--- config.mk ---
export PLATFORM = sky130hd
export DESIGN_NAME = top_decryption_flat
export DESIGN_NICKNAME = d
export VERILOG_FILES = /design/src/rtl/cipher_pkg.sv /design/src/rtl/top_decryption_if.sv /design/src/rtl/single_stage_decryption.sv /design/src/rtl/top_decryption.sv /design/src/flat_wrapper.sv
export SDC_FILE = /design/constraint.sdc
export NUM_CORES = 1
export LEC_CHECK = 0
export ABC_AREA = 1
export CORE_ASPECT_RATIO = 0.8
export CORE_MARGIN = 3
export CORE_UTILIZATION = 50
export CTS_CLUSTER_SIZE = 40
export DETAILED_ROUTE_END_ITERATION = 10
export GPL_TIMING_DRIVEN = 0
export PLACE_DENSITY = 0.74
export REMOVE_ABC_BUFFERS = 1
export SLEW_MARGIN = 20
export SYNTH_ARGS = -nofsm -noshare
export SYNTH_HDL_FRONTEND = slang
export SYNTH_SLANG_ARGS = --single-unit
export TNS_END_PERCENT = 5
--- constraint.sdc ---
create_clock -name clk -period 1.7 [get_ports clk]
set_input_delay 0.34 -clock clk [delete_from_list [all_inputs] [get_ports clk]]
set_output_delay 0.34 -clock clk [all_outputs]
set_load 0.02 [all_outputs]
--- src/rtl/cipher_pkg.sv ---
// Shared constants, types and helpers for the 5-round 64-bit word cipher
// (encryption and decryption sides).
package cipher_pkg;

  localparam int unsigned WORD_W     = 16;
  localparam int unsigned NUM_ROUNDS = 5;
  localparam int unsigned ROT_AMT    = 1;
  localparam int unsigned DATA_WIDTH = 64;
  localparam int unsigned CTRL_WIDTH = 8;
  localparam int unsigned KEY_WIDTH  = 80;

  // Subkey indices: K0 is the most significant 16 bits of the key.
  localparam int unsigned K0_IDX = 0;
  localparam int unsigned K1_IDX = 1;
  localparam int unsigned K2_IDX = 2;
  localparam int unsigned K3_IDX = 3;
  localparam int unsigned K4_IDX = 4;

  typedef logic [WORD_W-1:0] word_t;

  // One 64-bit data word split into its four 16-bit lanes, w0 = [63:48].
  typedef struct packed {
    word_t w0;
    word_t w1;
    word_t w2;
    word_t w3;
  } block_t;

  function automatic word_t rotl16(input word_t x);
    return word_t'((x << ROT_AMT) | (x >> (WORD_W - ROT_AMT)));
  endfunction

  function automatic word_t rotr16(input word_t x);
    return word_t'((x >> ROT_AMT) | (x << (WORD_W - ROT_AMT)));
  endfunction

  function automatic word_t subkey(input logic [KEY_WIDTH-1:0] key, input int unsigned idx);
    return key[KEY_WIDTH - 1 - WORD_W * idx -: WORD_W];
  endfunction

endpackage

--- src/rtl/top_decryption_if.sv ---
// Packet stream bundle around the decryption pipeline.
//   in_data/in_ctrl/in_wr/in_rdy    : upstream ciphertext/header stream
//   out_data/out_ctrl/out_wr/out_rdy : downstream plaintext/header stream
// slave  : the decryption block's view
// master : the source/sink environment's view
interface top_decryption_if;
  import cipher_pkg::*;

  logic [DATA_WIDTH-1:0] in_data;
  logic [CTRL_WIDTH-1:0] in_ctrl;
  logic                  in_wr;
  logic                  in_rdy;
  logic [DATA_WIDTH-1:0] out_data;
  logic [CTRL_WIDTH-1:0] out_ctrl;
  logic                  out_wr;
  logic                  out_rdy;

  modport slave (
    input  in_data, in_ctrl, in_wr, out_rdy,
    output in_rdy, out_data, out_ctrl, out_wr
  );

  modport master (
    output in_data, in_ctrl, in_wr, out_rdy,
    input  in_rdy, out_data, out_ctrl, out_wr
  );
endinterface

--- src/rtl/single_stage_decryption.sv ---
// One decryption round as a pipeline stage.
//   clk, rst_n : clock, async active-low reset
//   blk_i      : four 16-bit input words
//   ctrl_i     : ctrl travelling with the word (nonzero = header, pass through)
//   subkey_i   : 16-bit round subkey
//   valid_i    : word valid
//   enable_i   : advance the stage (deasserted while the pipeline stalls)
//   blk_o, ctrl_o, valid_o : registered stage contents
module single_stage_decryption
  import cipher_pkg::*;
(
  input  logic                  clk,
  input  logic                  rst_n,
  input  block_t                blk_i,
  input  logic [CTRL_WIDTH-1:0] ctrl_i,
  input  word_t                 subkey_i,
  input  logic                  valid_i,
  input  logic                  enable_i,
  output block_t                blk_o,
  output logic [CTRL_WIDTH-1:0] ctrl_o,
  output logic                  valid_o
);

  block_t                blk_d;
  block_t                blk_q;
  logic [CTRL_WIDTH-1:0] ctrl_q;
  logic                  valid_q;

  // Inverse round: {y0,y1,y2,y3} -> {rotr(y3^K), y0, y1, y2}; headers untouched.
  always_comb begin
    blk_d = blk_i;
    if (ctrl_i == '0) begin
      blk_d.w0 = rotr16(blk_i.w3 ^ subkey_i);
      blk_d.w1 = blk_i.w0;
      blk_d.w2 = blk_i.w1;
      blk_d.w3 = blk_i.w2;
    end
  end

  // Stage registers; hold while stalled.
  always_ff @(posedge clk or negedge rst_n) begin
    if (!rst_n) begin
      blk_q   <= '0;
      ctrl_q  <= '0;
      valid_q <= 1'b0;
    end else if (enable_i) begin
      blk_q   <= blk_d;
      ctrl_q  <= ctrl_i;
      valid_q <= valid_i;
    end
  end

  assign blk_o   = blk_q;
  assign ctrl_o  = ctrl_q;
  assign valid_o = valid_q;

endmodule

--- src/rtl/top_decryption.sv ---
// Five-stage decryption pipeline for the 64-bit data / 8-bit ctrl stream.
// Payload words (ctrl == 0) are decrypted with subkeys K4..K0; header words
// pass through with identical latency. Full out_rdy backpressure.
//   clk, rst_n : clock, async active-low reset
//   key        : 80-bit cipher key, only changed while the pipeline is empty
//   bus        : in_*/out_* stream handshake (slave side)
module top_decryption
  import cipher_pkg::*;
(
  input  logic                 clk,
  input  logic                 rst_n,
  input  logic [KEY_WIDTH-1:0] key,
  top_decryption_if.slave      bus
);

  // Index 0 is the input word, index s+1 the output of stage s.
  block_t                stg_blk   [NUM_ROUNDS+1];
  logic [CTRL_WIDTH-1:0] stg_ctrl  [NUM_ROUNDS+1];
  logic                  stg_valid [NUM_ROUNDS+1];
  logic                  stall_c;

  // Whole pipeline freezes while the last stage holds an unaccepted word.
  assign stall_c    = stg_valid[NUM_ROUNDS] && !bus.out_rdy;
  assign bus.in_rdy = !stall_c;

  assign stg_blk[0]   = block_t'(bus.in_data);
  assign stg_ctrl[0]  = bus.in_ctrl;
  assign stg_valid[0] = bus.in_wr;

  for (genvar s = 0; s < NUM_ROUNDS; s++) begin : g_stage
    // Subkeys applied in reverse: first stage uses K4, last uses K0.
    localparam int unsigned KIDX = NUM_ROUNDS - 1 - s;

    single_stage_decryption u_stage (
      .clk      (clk),
      .rst_n    (rst_n),
      .blk_i    (stg_blk[s]),
      .ctrl_i   (stg_ctrl[s]),
      .subkey_i (subkey(key, KIDX)),
      .valid_i  (stg_valid[s]),
      .enable_i (!stall_c),
      .blk_o    (stg_blk[s+1]),
      .ctrl_o   (stg_ctrl[s+1]),
      .valid_o  (stg_valid[s+1])
    );
  end

  assign bus.out_wr   = stg_valid[NUM_ROUNDS];
  assign bus.out_data = DATA_WIDTH'(stg_blk[NUM_ROUNDS]);
  assign bus.out_ctrl = stg_ctrl[NUM_ROUNDS];

endmodule
--- src/flat_wrapper.sv ---
// flat-port wrapper written by rule: the top's interface ports become plain ports
module top_decryption_flat import cipher_pkg::*;
  (clk, rst_n, key, bus_in_data, bus_in_ctrl, bus_in_wr, bus_out_rdy, bus_in_rdy, bus_out_data, bus_out_ctrl, bus_out_wr);
  top_decryption_if bus_i ();
  input  logic clk;
  input  logic rst_n;
  input  logic [KEY_WIDTH-1:0] key;
  input wire logic [$bits(bus_i.in_data)-1:0] bus_in_data;
  input wire logic [$bits(bus_i.in_ctrl)-1:0] bus_in_ctrl;
  input wire logic [$bits(bus_i.in_wr)-1:0] bus_in_wr;
  input wire logic [$bits(bus_i.out_rdy)-1:0] bus_out_rdy;
  output wire logic [$bits(bus_i.in_rdy)-1:0] bus_in_rdy;
  output wire logic [$bits(bus_i.out_data)-1:0] bus_out_data;
  output wire logic [$bits(bus_i.out_ctrl)-1:0] bus_out_ctrl;
  output wire logic [$bits(bus_i.out_wr)-1:0] bus_out_wr;
  assign bus_i.in_data = bus_in_data;
  assign bus_i.in_ctrl = bus_in_ctrl;
  assign bus_i.in_wr = bus_in_wr;
  assign bus_i.out_rdy = bus_out_rdy;
  assign bus_in_rdy = bus_i.in_rdy;
  assign bus_out_data = bus_i.out_data;
  assign bus_out_ctrl = bus_i.out_ctrl;
  assign bus_out_wr = bus_i.out_wr;
  top_decryption u_core (.clk(clk), .rst_n(rst_n), .key(key), .bus(bus_i));
endmodule
==> results.cfg, run 1 <==
[worst_setup_path]
worst_r2r_endpoint = u_core.g_stage[2].u_stage.blk_o[33]
worstRegToRegCells = 6
worstReg2RegStart = u_core.g_stage[1].u_stage.ctrl_o[0]
reg2reg_slack_ns = -0.09
path_buf_inv = 5
arrival_ns = 1.57
end_kind = primary output
crit_slowest_cell = dfrtp_1
cp-endpoint = bus_in_rdy
path_max_fanout = 3
crit_chain = inv_2, nor2_4, buf_12, inv_16, buf_16, buf_8
required_ns = 1.36
path_delay_family = buffers and inverters
cpPeakStageDelay_ns = 0.37
criticalPathCategory = reg -> out
critical_path_cell_count = 6
crit_start = u_core.g_stage[4].u_stage.valid_o
critPathLaunchType = flip-flop

[sta]
fin_ws_ns = -0.211
max_clock_freq_mhz = 523
slew_violations = 0
min_period_over_period_pct = 112
rsz0062_at_grt = true
tns_ns = -4.93
clock_skew_ns = 0.0194
fin_crit_ns = 1.91
finalHoldViolCount = 49
whs_ns = -0.299
slew_headroom_pct = 58.4
tightestPinTransition_ns = 0.622
setup_viol = 157

[global_routing]
grt_util_all_layers_pct = 28.1
antenna_found_initial = 3
grt_max_degree = 144
grt_remaining_overflow = 0
grt_pass1_vias = 17500
grt_pass1_wl_um = 93100

[routing]
detail_route.drc_violations = 0
drtIter0Drc = 2121
first_pass_iters = 5
vias_per_cell = 5.53
drt-total-wl_um = 61500
vias = 18500
antenna_left = 0
routedWlPerCell_um = 18.5

[final_layout]
fin_util_pct = 65.2
drive_gt1_share_pct = 8.26
n_fill_cell = 3229
final_nets = 2974
final_cell_mix = nand2_1, dfrtp_1, nand3_1
syn_to_final_growth_pct = 26.8
mostFrequentLayoutCell = nand2_1

[cts]
cts_tree = yes
clock_path_buffers = 3
h-tree-depth = 2
clkSinkCount = 365
clock_latency_ns = 0.54
clk_pin_slew_ns = 0.06
clockRootBuffer = clkbuf_16
cts_buffers = 40

[place]
hpwl_um = 33300
finalWeightedCongestion = 0.795
io_buffer_count = 229
dpl_worst_slack_ns = -1.50

[power_and_ir_drop]
ir_drop_mv = 0.804
combPwrFrac_pct = 43.1
switching_share_pct = 42.6
power_frac_clock_pct = 20.9
powerDensity_nw_per_um2 = 1730
p_sw_mw = 18.1
power.leakage_nw = 12.0
p_total_mw = 42.5
power_frac_seq_pct = 35.9
power.internal_mw = 24.4

[die]
rows = 63
core_um2 = 37600
die_width_um = 226
ios = 230
start_util_pct = 51.4
die_h_um = 182
dieArea_um2 = 41100

[flow_run]
cap_violations = 0

[synthesis]
synth_cell_types = 19
yosysSeqAreaShare_pct = 47.2
synth_warnings = 0
syn_avg_cell_area_um2 = 7.36
synthCells = 2627
syn_area_um2 = 19300
ys_ff_latch = 365

[run_status]
status = finished, violations left
violations = hold timing, setup timing

[hold_path]
hold_path_class = in -> async
cells in the mapped netlist:
cell type,instances,area (um^2)
nor2_1,20,75.1
inv_2,1,3.75
inv_1,250,938
buf_6,6,67.6
o21ai_0,255,1280
buf_2,37,185
nor2_8,5,100
nor2_2,1,6.26
buf_1,31,116
clkbuf_1,79,297
nand3_1,320,1600
o21ai_1,3,15.0
o21bai_1,80,601
buf_4,27,203
nand2_2,5,31.3
or2_2,1,6.26
dfrtp_1,365,9130
nand2_1,1061,3980
xnor2_1,80,701
state kept, by name, summed over array words and instances, names as in the netlist:
| signal | flops |
|---|---|
| u_core.g_stage.u_stage.valid_o | 5 |
| u_core.g_stage.u_stage.ctrl_o | 40 |
| u_core.g_stage.u_stage.blk_o | 320 |
cell type report:
type / instances / area [um^2] / area share [%]
sequential: 365 / 9130 / 37.2
timing repair buffer: 306 / 3430 / 14.0
inverter: 251 / 958 / 3.91
clock inverter: 13 / 146 / 0.597
multi-input combinational: 1851 / 9020 / 36.8
tap: 487 / 609 / 2.48
timing repair inverter: 3 / 28.8 / 0.117
clock buffer: 57 / 1190 / 4.84
antenna: 2 / 5.00 / 0.0204
cell families after synthesis:
family | share of synthesized area [%]
and+or+nand+nor | 30.0
xor gates and xnor gates | 3.62
buffers and inverters | 9.36
DFF | 47.2
AOI/OAI and AO/OA | 9.78
how the worst min path moves through the flow:
stage	slack (ns)	to	start	depth (start not counted)
after CTS	-0.30	u_core.g_stage[0].u_stage.ctrl_o[2]	rst_n	1
after detailed placement	0.26	u_core.g_stage[0].u_stage.ctrl_o[2]	rst_n	1
final	-0.30	u_core.g_stage[0].u_stage.ctrl_o[2]	rst_n	1
after global placement	0.46	u_core.g_stage[4].u_stage.valid_o	u_core.g_stage[3].u_stage.valid_o	1
after global routing	-0.28	u_core.g_stage[0].u_stage.ctrl_o[3]	rst_n	1
after floorplan	0.04	u_core.g_stage[0].u_stage.blk_o[0]	rst_n	0
stage by stage:
step / area (um^2) / std cells
floorplan: 18500 / 2447
global placement: 21400 / 3163
detailed placement: 22000 / 3184
CTS: 24200 / 3314
global route: 24500 / 3335
finish: 24500 / 3335
layer usage:
layer  up-vias  track usage, %  part of all wire, %
li1       8627               -                    -
met1      8913            41.0                   43
met3       114            3.17                  8.3
met2       796            44.4                   46
met5         -               0                0.018
met4         2            8.61                  2.8
power groups by stage:
| stage | registers [mW] | logic (mW) | clock network [mW] |
|---|---|---|---|
| 2_1_floorplan | 14.4 | 7.16 | 0 |
| 3_3_place_gp | 12.8 | 9.66 | 0 |
| 3_5_place_dp | 15.2 | 16.0 | 0 |
| 4_1_cts | 15.1 | 17.1 | 8.97 |
| 5_1_grt | 15.7 | 20.3 | 9.33 |
| 6_report | 15.3 | 18.3 | 8.90 |
worst register-to-register path: cells and delay by family, from the launching register on:
kind          cells  cell delay [ns]
simple gates      6             1.27
flops             1             0.42
timing repair:
item / in CTS / in global routing
gates cloned: 25 / 6
setup endpoints to repair: 430 / 316
setup buffers: 36 / 14
gates resized for setup: 151 / 31
pin swaps: 28 / 22
hold endpoints to repair: 49 / 49
(Power assumes the default switching activity.)
==> run 2: changes to the inputs <==
- CORE_MARGIN: 3 -> 2
==> run 2 against run 1 <==
  * The flow still finishes with violations (hold timing, setup timing)
  * Flip-flop and latch count is the same
  * Register-to-register slack lost 0.08 ns
  * Non-clock buffer count up 3
  * Sequential share of layout area fell by 0.35 points
  * First-iteration DRC count increased by 0.57%
  * Critical endpoint unchanged
  * Largest cell class unchanged
  * Largest power group unchanged
  * Highest routed layer is now met4
==> results.cfg, run 2 (synthesis gave the netlist of run 1 again) <==
[run_status]
status = finished, violations left
violations = hold timing, setup timing

[worst_setup_path]
required_ns = 1.36
end_kind = primary output
path_max_fanout = 2
criticalPathCategory = reg -> out
critPathLaunchType = flip-flop
arrival_ns = 1.70

[routing]
drtIter0Drc = 2133
drt-total-wl_um = 63700
first_pass_iters = 6
detail_route.drc_violations = 0
vias = 18700
vias_per_cell = 5.57
antenna_left = 0
routedWlPerCell_um = 19.0

[cts]
clock_path_buffers = 3
cts_tree = yes
clockRootBuffer = clkbuf_16
clk_pin_slew_ns = 0.06
cts_buffers = 40
clkSinkCount = 365
clock_latency_ns = 0.54
h-tree-depth = 2

[global_routing]
grt_pass1_vias = 17400
antenna_found_initial = 2
grt_pass1_wl_um = 94100
grt_util_all_layers_pct = 29.2
grt_remaining_overflow = 0
grt_max_degree = 110

[flow_run]
cap_violations = 0

[sta]
slew_headroom_pct = 56.4
clock_skew_ns = 0.00998
tns_ns = -16.73
whs_ns = -0.000410
finalHoldViolCount = 2
setup_viol = 228
min_period_over_period_pct = 120
fin_ws_ns = -0.343
rsz0062_at_grt = true
fin_crit_ns = 2.04
tightestPinTransition_ns = 0.654
slew_violations = 0
max_clock_freq_mhz = 489

[final_layout]
mostFrequentLayoutCell = nand2_1
syn_to_final_growth_pct = 28.0
final_area_um2 = 24800
drive_gt1_share_pct = 7.82
final_cell_mix = nand2_1, dfrtp_1, nand3_1
fin_util_pct = 64.8
final_nets = 2984
largest_reg_flops = 320
n_fill_cell = 3245
fin_cells = 3352

[power_and_ir_drop]
ir_drop_mv = 0.782
powerDensity_nw_per_um2 = 1770
power.leakage_nw = 12.1
p_total_mw = 43.8

[place]
finalWeightedCongestion = 0.822
io_buffer_count = 229
hpwl_um = 32800
dpl-instance-area_um2 = 22000
dpl_worst_slack_ns = -1.91
dp_cells = 3192

[die]
rows = 64
dieArea_um2 = 40300
die_h_um = 180
die_width_um = 224
start_util_pct = 50.6
ios = 230
core_um2 = 38200

[hold_path]
hold_path_class = in -> async
## run 2: path summary, 6_finish.rpt
| kind | from | endpoint | slack (ns) | cells past startpoint |
|---|---|---|---|---|
| max in group asynchronous | rst_n | u_core.g_stage[2].u_stage.blk_o[29] | 0.42 | 5 |
| min in group clk | bus_in_ctrl[0] | u_core.g_stage[0].u_stage.ctrl_o[0] | 0.18 | 3 |
| worst max register to register | u_core.g_stage[1].u_stage.ctrl_o[2] | u_core.g_stage[2].u_stage.blk_o[9] | -0.17 | 6 |
| worst min-delay path | rst_n | u_core.g_stage[1].u_stage.ctrl_o[2] | -0.0004 | 3 |
| worst min register to register | u_core.g_stage[4].u_stage.ctrl_o[0] | u_core.g_stage[4].u_stage.ctrl_o[0] | 0.47 | 2 |
| worst max-delay path | u_core.g_stage[4].u_stage.valid_o | bus_in_rdy | -0.34 | 7 |
## run 2: critical path, stage by stage (launching register included)
cell,delay (ns)
dfrtp_1,0.38
inv_2,0.06
nor2_4,0.11
clkbuf_16,0.18
inv_16,0.04
buf_16,0.12
buf_16,0.13
buf_8,0.12
## run 2: timing repair
item	CTS	global route
hold endpoints to repair	34	0
hold buffers	2	0
setup buffers	19	26
resized for setup	149	19
cloned	31	14
pin swaps	137	67
endpoints found under the setup margin	437	439
## run 2: layout make-up
| type | instances | area [um^2] | area share [%] |
|---|---|---|---|
| Sequential cell | 365 | 9140 | 36.9 |
| Multi-Input combinational cell | 1859 | 9030 | 36.5 |
| Timing Repair Buffer | 309 | 3560 | 14.4 |
| Clock buffer | 51 | 1110 | 4.50 |
| Inverter | 251 | 958 | 3.87 |
| Tap cell | 495 | 619 | 2.50 |
| Clock inverter | 16 | 308 | 1.24 |
| Timing Repair inverter | 2 | 17.5 | 0.0708 |
| Antenna cell | 4 | 10.0 | 0.0404 |
## run 2: where the power goes
part	switching (mW)	internal, mW
Combinational	12.0	6.89
Sequential	2.82	12.5
Clock	3.62	5.97
Total	18.4	25.4
## run 2: layer usage
layer / wire [um] / share of wire (%) / track usage [%]
met5: 0 / 0 / 0
met4: 2090 / 3.3 / 9.84
met3: 5520 / 8.7 / 4.00
met2: 29000 / 45 / 44.9
met1: 27100 / 43 / 42.5
